File: src/rtl/rev_alu_serial_if.sv
// -----------------------------------------------------------------------------
// rev_alu_serial_if
//   Bundle for the digit-serial reversible ALU. It carries the operand-side and
//   result-side valid/ready handshakes.
//
//   Request side  : in_valid, in_ready, a, b, op
//   Response side : out_valid, out_ready, y, cout, ovf, zero
//
//   Modports:
//     master - the producer/consumer around the ALU. It drives the request and
//              out_ready.
//     slave  - the ALU itself. It drives in_ready and the result/flags.
// -----------------------------------------------------------------------------
interface rev_alu_serial_if #(
  parameter int WIDTH = 16
);
  logic             in_valid;
  logic             in_ready;
  logic [WIDTH-1:0] a;
  logic [WIDTH-1:0] b;
  logic [2:0]       op;
  logic             out_valid;
  logic             out_ready;
  logic [WIDTH-1:0] y;
  logic             cout;
  logic             ovf;
  logic             zero;

  modport master (
    output in_valid, a, b, op, out_ready,
    input  in_ready, out_valid, y, cout, ovf, zero
  );

  modport slave (
    input  in_valid, a, b, op, out_ready,
    output in_ready, out_valid, y, cout, ovf, zero
  );
endinterface

File: src/rtl/rev_alu_serial.sv
// -----------------------------------------------------------------------------
// rev_alu_serial
//   Digit-serial N-bit ALU. Each bit-slice is built from reversible gate cells:
//   Feynman (XOR/copy), Toffoli (AND), Peres pair (full add) and Fredkin
//   (operand/result steering). One operand pair is accepted per transaction.
//   DIGIT bits are processed per clock, LSB digit first. The result and flags
//   are returned over a second handshake.
//
//   Parameters:
//     WIDTH - operand/result width, multiple of DIGIT, >= 2
//     DIGIT - bits processed per clock, 1..WIDTH
//
//   Ports:
//     clk  - rising-edge clock
//     rst  - asynchronous, active-high reset
//     bus  - rev_alu_serial_if.slave (in_valid/in_ready/a/b/op,
//            out_valid/out_ready/y/cout/ovf/zero)
//
//   Op codes: 000 ADD, 001 SUB, 010 AND, 011 OR, 100 XOR, 101 XNOR,
//             110 PASS A, 111 NOT A
//
//   Timing: acceptance at cycle 0, WIDTH/DIGIT BUSY cycles, then DONE holds
//   out_valid until out_ready. Latency to out_valid is WIDTH/DIGIT+1 clocks.
// -----------------------------------------------------------------------------
module rev_alu_serial #(
  parameter int WIDTH = 16,
  parameter int DIGIT = 4
) (
  input  logic            clk,
  input  logic            rst,
  rev_alu_serial_if.slave bus
);

  // ---------------------------------------------------------------------------
  // Parameter legality: rejected while the design is being elaborated.
  // ---------------------------------------------------------------------------
  generate
    if (WIDTH < 2 || DIGIT < 1 || DIGIT > WIDTH || (WIDTH % DIGIT) != 0) begin : g_bad_params
      $error("rev_alu_serial: illegal WIDTH/DIGIT combination");
    end
  endgenerate

  localparam int NDIG = WIDTH / DIGIT;
  localparam int CW   = (NDIG > 1) ? $clog2(NDIG) : 1;
  localparam logic [CW-1:0] LAST_DIG = CW'(NDIG - 1);

  localparam logic [2:0] OP_ADD = 3'b000;
  localparam logic [2:0] OP_SUB = 3'b001;

  typedef enum logic [1:0] {
    IDLE = 2'd0,
    BUSY = 2'd1,
    DONE = 2'd2
  } state_t;

  // ---------------------------------------------------------------------------
  // Reversible gate cells. Only the lines that carry information onward are
  // returned. The pass-through control lines equal the gate inputs, so the
  // caller already holds them.
  // ---------------------------------------------------------------------------

  // Feynman (CNOT): target' = a ^ b
  function automatic logic feynman(input logic ctl, input logic tgt);
    return ctl ^ tgt;
  endfunction

  // Toffoli (CCNOT): target' = (a & b) ^ c
  function automatic logic toffoli(input logic c1, input logic c2, input logic tgt);
    return (c1 & c2) ^ tgt;
  endfunction

  // Peres: {Q, R} = {a ^ b, (a & b) ^ c}
  function automatic logic [1:0] peres(input logic pa, input logic pb, input logic pc);
    return {pa ^ pb, (pa & pb) ^ pc};
  endfunction

  // Fredkin (controlled swap), first swapped output: ctl ? y : x
  function automatic logic fredkin(input logic ctl, input logic x, input logic y);
    return ctl ? y : x;
  endfunction

  // ---------------------------------------------------------------------------
  // State and datapath registers
  // ---------------------------------------------------------------------------
  state_t           state_q, state_d;
  logic [WIDTH-1:0] a_q, a_d;
  logic [WIDTH-1:0] b_q, b_d;
  logic [2:0]       op_q, op_d;
  logic             carry_q, carry_d;
  logic [CW-1:0]    cnt_q, cnt_d;
  logic [WIDTH-1:0] res_q, res_d;     // digits assembled so far
  logic [WIDTH-1:0] y_q, y_d;         // presented result, updated only on BUSY->DONE
  logic             cout_q, cout_d;
  logic             ovf_q, ovf_d;
  logic             zero_q, zero_d;

  // Current operand digits, selected by the digit counter. The operand
  // registers themselves never shift.
  logic [DIGIT-1:0] a_dig;
  logic [DIGIT-1:0] b_dig;

  assign a_dig = a_q[cnt_q * DIGIT +: DIGIT];
  assign b_dig = b_q[cnt_q * DIGIT +: DIGIT];

  logic is_sub;
  logic is_arith;

  assign is_sub   = (op_q == OP_SUB);
  assign is_arith = (op_q[2:1] == 2'b00);

  // ---------------------------------------------------------------------------
  // Bit-parallel part of the slices: operand steering, logic functions and the
  // first Peres gate of each full adder (half-sum and generate).
  // ---------------------------------------------------------------------------
  logic [DIGIT-1:0] b_eff;   // b, inverted for SUB
  logic [DIGIT-1:0] half_v;  // a ^ b_eff
  logic [DIGIT-1:0] gen_v;   // a & b_eff
  logic [DIGIT-1:0] and_v;
  logic [DIGIT-1:0] xor_v;
  logic [DIGIT-1:0] or_v;
  logic [DIGIT-1:0] xnor_v;
  logic [DIGIT-1:0] nota_v;

  genvar gi;
  generate
    for (gi = 0; gi < DIGIT; gi++) begin : g_slice_pre
      // For the logic ops is_sub is 0, so b_eff is plain b there.
      assign b_eff[gi] = feynman(is_sub, b_dig[gi]);
      assign {half_v[gi], gen_v[gi]} = peres(a_dig[gi], b_eff[gi], 1'b0);
      assign and_v[gi]  = toffoli(a_dig[gi], b_eff[gi], 1'b0);
      assign xor_v[gi]  = feynman(a_dig[gi], b_eff[gi]);
      // OR built reversibly as (A^B)^(A&B)
      assign or_v[gi]   = feynman(xor_v[gi], and_v[gi]);
      assign xnor_v[gi] = feynman(1'b1, xor_v[gi]);
      assign nota_v[gi] = feynman(1'b1, a_dig[gi]);
    end
  endgenerate

  // ---------------------------------------------------------------------------
  // Carry ripple through the digit. The second Peres gate of each slice turns
  // (half-sum, carry-in, generate) into (sum, carry-out). This is written as a
  // loop so the ripple stays inside one process.
  // ---------------------------------------------------------------------------
  logic [DIGIT-1:0] sum_v;
  logic             c_out;     // carry out of the digit's top bit
  logic             c_msb_in;  // carry into the digit's top bit

  always_comb begin
    logic       c;
    logic [1:0] pr;
    c        = carry_q;
    pr       = '0;
    sum_v    = '0;
    c_msb_in = 1'b0;
    for (int i = 0; i < DIGIT; i++) begin
      if (i == DIGIT - 1) begin
        c_msb_in = c;
      end
      pr       = peres(half_v[i], c, gen_v[i]);
      sum_v[i] = pr[1];
      c        = pr[0];
    end
    c_out = c;
  end

  // ---------------------------------------------------------------------------
  // Result steering: a three-level Fredkin tree on op bits 0, 1, 2.
  //   op[2:1] = 00 -> sum (ADD/SUB), 01 -> AND/OR, 10 -> XOR/XNOR,
  //   11 -> A/~A
  // ---------------------------------------------------------------------------
  logic [DIGIT-1:0] dig_res;

  generate
    for (gi = 0; gi < DIGIT; gi++) begin : g_slice_sel
      logic m0, m1, m2, m3, n0, n1;
      assign m0 = fredkin(op_q[0], sum_v[gi], sum_v[gi]);
      assign m1 = fredkin(op_q[0], and_v[gi], or_v[gi]);
      assign m2 = fredkin(op_q[0], xor_v[gi], xnor_v[gi]);
      assign m3 = fredkin(op_q[0], a_dig[gi], nota_v[gi]);
      assign n0 = fredkin(op_q[1], m0, m1);
      assign n1 = fredkin(op_q[1], m2, m3);
      assign dig_res[gi] = fredkin(op_q[2], n0, n1);
    end
  endgenerate

  // ---------------------------------------------------------------------------
  // FSM next-state and datapath next-state
  // ---------------------------------------------------------------------------
  logic accept;

  assign accept = bus.in_valid && bus.in_ready;

  always_comb begin
    state_d = state_q;
    a_d     = a_q;
    b_d     = b_q;
    op_d    = op_q;
    carry_d = carry_q;
    cnt_d   = cnt_q;
    res_d   = res_q;
    y_d     = y_q;
    cout_d  = cout_q;
    ovf_d   = ovf_q;
    zero_d  = zero_q;

    case (state_q)
      IDLE: begin
        if (accept) begin
          a_d     = bus.a;
          b_d     = bus.b;
          op_d    = bus.op;
          cnt_d   = '0;
          // Two's-complement subtract injects the +1 as the initial carry.
          carry_d = (bus.op == OP_SUB);
          state_d = BUSY;
        end
      end

      BUSY: begin
        res_d[cnt_q * DIGIT +: DIGIT] = dig_res;
        carry_d = c_out;
        cnt_d   = cnt_q + 1'b1;
        if (cnt_q == LAST_DIG) begin
          // The last digit carries the MSB. It publishes the whole word and
          // its flags.
          cnt_d   = '0;
          state_d = DONE;
          y_d     = res_d;
          zero_d  = (res_d == '0);
          cout_d  = is_arith & c_out;
          ovf_d   = is_arith & (c_msb_in ^ c_out);
        end
      end

      DONE: begin
        if (bus.out_ready) begin
          state_d = IDLE;
        end
      end

      default: begin
        state_d = IDLE;
      end
    endcase
  end

  always_ff @(posedge clk or posedge rst) begin
    if (rst) begin
      state_q <= IDLE;
      a_q     <= '0;
      b_q     <= '0;
      op_q    <= '0;
      carry_q <= 1'b0;
      cnt_q   <= '0;
      res_q   <= '0;
      y_q     <= '0;
      cout_q  <= 1'b0;
      ovf_q   <= 1'b0;
      zero_q  <= 1'b0;
    end else begin
      state_q <= state_d;
      a_q     <= a_d;
      b_q     <= b_d;
      op_q    <= op_d;
      carry_q <= carry_d;
      cnt_q   <= cnt_d;
      res_q   <= res_d;
      y_q     <= y_d;
      cout_q  <= cout_d;
      ovf_q   <= ovf_d;
      zero_q  <= zero_d;
    end
  end

  // ---------------------------------------------------------------------------
  // Outputs. in_ready is masked by rst so it reads low for the whole reset
  // pulse and rises as soon as reset is released.
  // ---------------------------------------------------------------------------
  assign bus.in_ready  = (state_q == IDLE) && !rst;
  assign bus.out_valid = (state_q == DONE);
  assign bus.y         = y_q;
  assign bus.cout      = cout_q;
  assign bus.ovf       = ovf_q;
  assign bus.zero      = zero_q;

endmodule

File: src/flat_wrapper.sv
// flat-port wrapper written by rule: the top's interface ports become plain ports
module rev_alu_serial_flat 
#(
  parameter int WIDTH = 16,
  parameter int DIGIT = 4
)
  (clk, rst, bus_in_valid, bus_a, bus_b, bus_op, bus_out_ready, bus_in_ready, bus_out_valid, bus_y, bus_cout, bus_ovf, bus_zero);
  rev_alu_serial_if #(.WIDTH(WIDTH)) bus_i ();
  input  logic clk;
  input  logic rst;
  input wire logic [$bits(bus_i.in_valid)-1:0] bus_in_valid;
  input wire logic [$bits(bus_i.a)-1:0] bus_a;
  input wire logic [$bits(bus_i.b)-1:0] bus_b;
  input wire logic [$bits(bus_i.op)-1:0] bus_op;
  input wire logic [$bits(bus_i.out_ready)-1:0] bus_out_ready;
  output wire logic [$bits(bus_i.in_ready)-1:0] bus_in_ready;
  output wire logic [$bits(bus_i.out_valid)-1:0] bus_out_valid;
  output wire logic [$bits(bus_i.y)-1:0] bus_y;
  output wire logic [$bits(bus_i.cout)-1:0] bus_cout;
  output wire logic [$bits(bus_i.ovf)-1:0] bus_ovf;
  output wire logic [$bits(bus_i.zero)-1:0] bus_zero;
  assign bus_i.in_valid = bus_in_valid;
  assign bus_i.a = bus_a;
  assign bus_i.b = bus_b;
  assign bus_i.op = bus_op;
  assign bus_i.out_ready = bus_out_ready;
  assign bus_in_ready = bus_i.in_ready;
  assign bus_out_valid = bus_i.out_valid;
  assign bus_y = bus_i.y;
  assign bus_cout = bus_i.cout;
  assign bus_ovf = bus_i.ovf;
  assign bus_zero = bus_i.zero;
  rev_alu_serial #(.WIDTH(WIDTH), .DIGIT(DIGIT)) u_core (.clk(clk), .rst(rst), .bus(bus_i));
endmodule
File: config.mk
export PLATFORM = sky130hd
export DESIGN_NAME = rev_alu_serial_flat
export DESIGN_NICKNAME = d
export VERILOG_FILES = /design/src/rtl/rev_alu_serial_if.sv /design/src/rtl/rev_alu_serial.sv /design/src/flat_wrapper.sv
export SDC_FILE = /design/constraint.sdc
export NUM_CORES = 1
export LEC_CHECK = 0
export BUFFER_PORTS_ARGS = -buffer_cell sky130_fd_sc_hd__buf_2
export CORE_UTILIZATION = 45
export DETAILED_ROUTE_END_ITERATION = 8
export PLACE_DENSITY = 0.68
export SYNTH_ARGS = -nofsm -noshare
export SYNTH_HDL_FRONTEND = slang
export SYNTH_SLANG_ARGS = --single-unit
File: constraint.sdc
create_clock -name clk -period 4.4 [get_ports clk]
set_clock_uncertainty 0.2 [all_clocks]
set_input_delay 0.22 -clock clk [delete_from_list [all_inputs] [get_ports clk]]
set_output_delay 0.22 -clock clk [all_outputs]
set_load 0.005 [all_outputs]
==> reports/metrics.cfg <==
[logic_synthesis]
synth.avg_cell_area_um2 = 9.114
synthMuxAreaShare = 0.06531
yosys_register_bits = 75
synth_top_family_by_area = simple AND/OR/NAND/NOR gates
yosysMostFrequentCell = nand2_1
synthTopCellsByArea = dfrtp_1 (48%), nand2_1 (14%), o21ai_0 (4.6%)
synth-simple-area-share = 0.1959
ys_types = 43
syn_inst = 433
synth_edf_count = 0
synth_nets = 489
synth_top_area_cell = dfrtp_1
yosysWarnings = 0
seq_area_frac_synth = 0.4756
synth_compound_area_frac = 0.1275
synth_area_um2 = 3946
async_reset_ff_frac = 1.000
ys_top_cells_by_count = nand2_1 (149), dfrtp_1 (75), o21ai_0 (36)
synth_top_cell_area_share = 0.4756
synth-adder-area-share = 0.06151
synthFlopType = dfrtp_1
synth_xor_area_frac = 0.02885

[floorplanning]
die_h_um = 95.65
rows = 33
die_area_um2 = 9148
core_area_um2 = 8341
die_w_um = 95.65
start_util = 0.4731
ios = 60

[final_layout]
final_util = 0.5920
stdcell_count = 643
num_antenna_cells = 0
layout-drive-gt1-share = 0.1859
layout-area-overhead-vs-synth_pct = 25.11
nNetsFinal = 589

[timing]
finalSetupTns_ns = 0
rsz0062_at_grt = no
period_share = 0.9653
setup_violations = 0
finalCriticalPeriod_ns = 4.247
maxSlewViolCount = 0
relSlewSlack = 0.3212
fmax_mhz = 235.4
hold_viol_final = 0
worst_pin_slew_ns = 1.018

[power_and_ir_drop]
leakage_nw = 2.464
p_per_area_nw_per_um2 = 825.8
ir_drop_mv = 0.3348

[min_path]
min_to = u_core.state_q[0]
whs_path_depth = 4
hp-start = bus_in_valid
hold_class = in -> reg

[worst_setup_path]
crit_buf_inv = 2
r2r_start = u_core.cnt_q[0]
rrSetupSlack_ns = 0.15
cpMostUsedCell = fa_1
r2r-end = u_core.bus.zero
worstSetupPathType = reg -> reg
cp_max_fo = 2
end_kind = flip-flop
crit_slowest_cell = mux4_1
cp_cell_sequence = mux4_1 > xor2_1 > inv_1 > fa_1 > inv_1 > fa_1 > fa_1 > fa_1 > mux2_2 > a221oi_2 > o2111a_1 > nand4_1 > o31ai_2
crit_path_max_incr_delay_ns = 0.59
start_kind = flip-flop
crit_start = u_core.cnt_q[0]
worstRegToRegCells = 13
critical_path.top_delay_family = adder cells
required_ns = 4.47
critPathArrivalTime_ns = 4.32

[clock_network]
cts-buffers-inserted = 9
htreeDepth = 3
clock_path_buffers = 2
clk_latency_ns = 0.35
clockRootBuffer = clkbuf_8
clk_pin_slew_worst_paths_ns = 0.08
clock_sinks = 75
cts_tree = done

[route]
viasPerCell = 5.199
drc = 0
drt_wl_total_um = 9350
first_pass_iters = 5
wl_per_cell_um = 14.54
drt_iter0_drc = 134
routed-via-count = 3343
ant_nets = 0

[placed_design]
gp_congestion = 0.8796
hpwlAfterDp_um = 6478
port_buffers = 59
placedCellCount = 590

[grt]
grt_pass1_wl_um = 15490
grt_pass1_vias = 3256
grt_max_degree = 41
grt.overflow.total = 0
antenna_found_initial = 0
track_usage = 0.2261

[run]
maxCapViolations = 0

[status]
outcome = finished, final reports clean

final cells by class:
type                       count  area (um2)
clock buffer                  11       131.4
clock inverter                 5       30.03
fill                         739        3403
inverter                      23       86.33
multi-input combinational    313        1903
sequential                    75        1877
tap                          105       131.4
timing repair buffer         111       778.2
how the worst max path moves through the flow:
stage | end | cells past startpoint
after floorplan | u_core.bus.zero | 16
after global placement | u_core.bus.zero | 15
after detailed placement | u_core.bus.zero | 15
after CTS | u_core.bus.zero | 15
after global routing | u_core.bus.zero | 15
final | u_core.bus.zero | 13
worst register-to-register path, stage by stage (launching register included):
cell and delay, ns:
dfrtp_1 0.37, mux4_1 0.59, xor2_1 0.18, inv_1 0.11, fa_1 0.19, inv_1 0.06
fa_1 0.38, fa_1 0.42, fa_1 0.49, mux2_2 0.30, a221oi_2 0.34, o2111a_1 0.25
nand4_1 0.11, o31ai_2 0.19
layer usage:
metal  GRT usage  up-vias  wire [um]
li1            -     1647          -
met1      0.3064     1595       4372
met2      0.3619       85       4448
met3     0.04147       16        362
met4     0.08333        0        166
met5           0        -          0
layout by cell type, fill, tap and decap left out, drive strengths merged, types with 3 or more instances in the layout:
cell type	count
dlygate4sd3	37
o21ai	36
clkbuf	11
fa	4
ha	13
xnor2	5
nand3	4
nand4	3
o32ai	3
mux4	8
nand2	149
inv	23
dfrtp	75
a31oi	3
clkinv	3
nand2b	3
xor2	8
and2	4
nor2	18
o31ai	3
a221oi	5
mux2i	4
buf	74
a22oi	8
nor2b	4
a21oi	7
sequential cells by signal, summed over array words and instances (netlist names):
name / cells
u_core.op_q: 3
u_core.bus.zero: 1
u_core.bus.y: 16
u_core.state_q: 2
u_core.b_q: 16
u_core.bus.cout: 1
u_core.carry_q: 1
u_core.cnt_q: 2
u_core.bus.ovf: 1
u_core.a_q: 16
u_core.res_q: 16
logic make-up (layout without fill, tap and decap cells):
kind of cell	Yosys count	in the layout
fa+ha+maj	17	17
buf+inv	45	150
flops	75	75
mux	14	14
compound gates	78	78
simple gates	191	191
xor+xnor	13	13
through the flow:
stage / setup slack [ns] / power [mW] / hold slack, ns / cell area (um2)
floorplan: 0.1288 / 2.886 / 0.1254 / 3946
global placement: 0.2467 / 3.486 / 0.2052 / 4393
detailed placement: 0.07149 / 3.540 / 0.2129 / 4393
CTS: 0.04980 / 4.031 / 0.2130 / 4925
global route: 0.03020 / 4.413 / 0.2521 / 4937
finish: 0.1526 / 4.077 / 0.2206 / 4937
power by group:
part / leakage [nW] / internal, mW / total (mW) / switching, mW
clock: 0.0791 / 0.202 / 0.454 / 0.252
combinational: 1.41 / 1.05 / 2.47 / 1.42
sequential: 0.974 / 0.982 / 1.15 / 0.167
what timing repair did:
action / in CTS / in global routing
hold endpoints to repair: 72 / 0
resized for setup: 0 / 2
setup endpoints to repair: 0 / 1
hold buffers: 37 / 0
buffers inserted: 0 / 0
(Power assumes the default switching activity.)
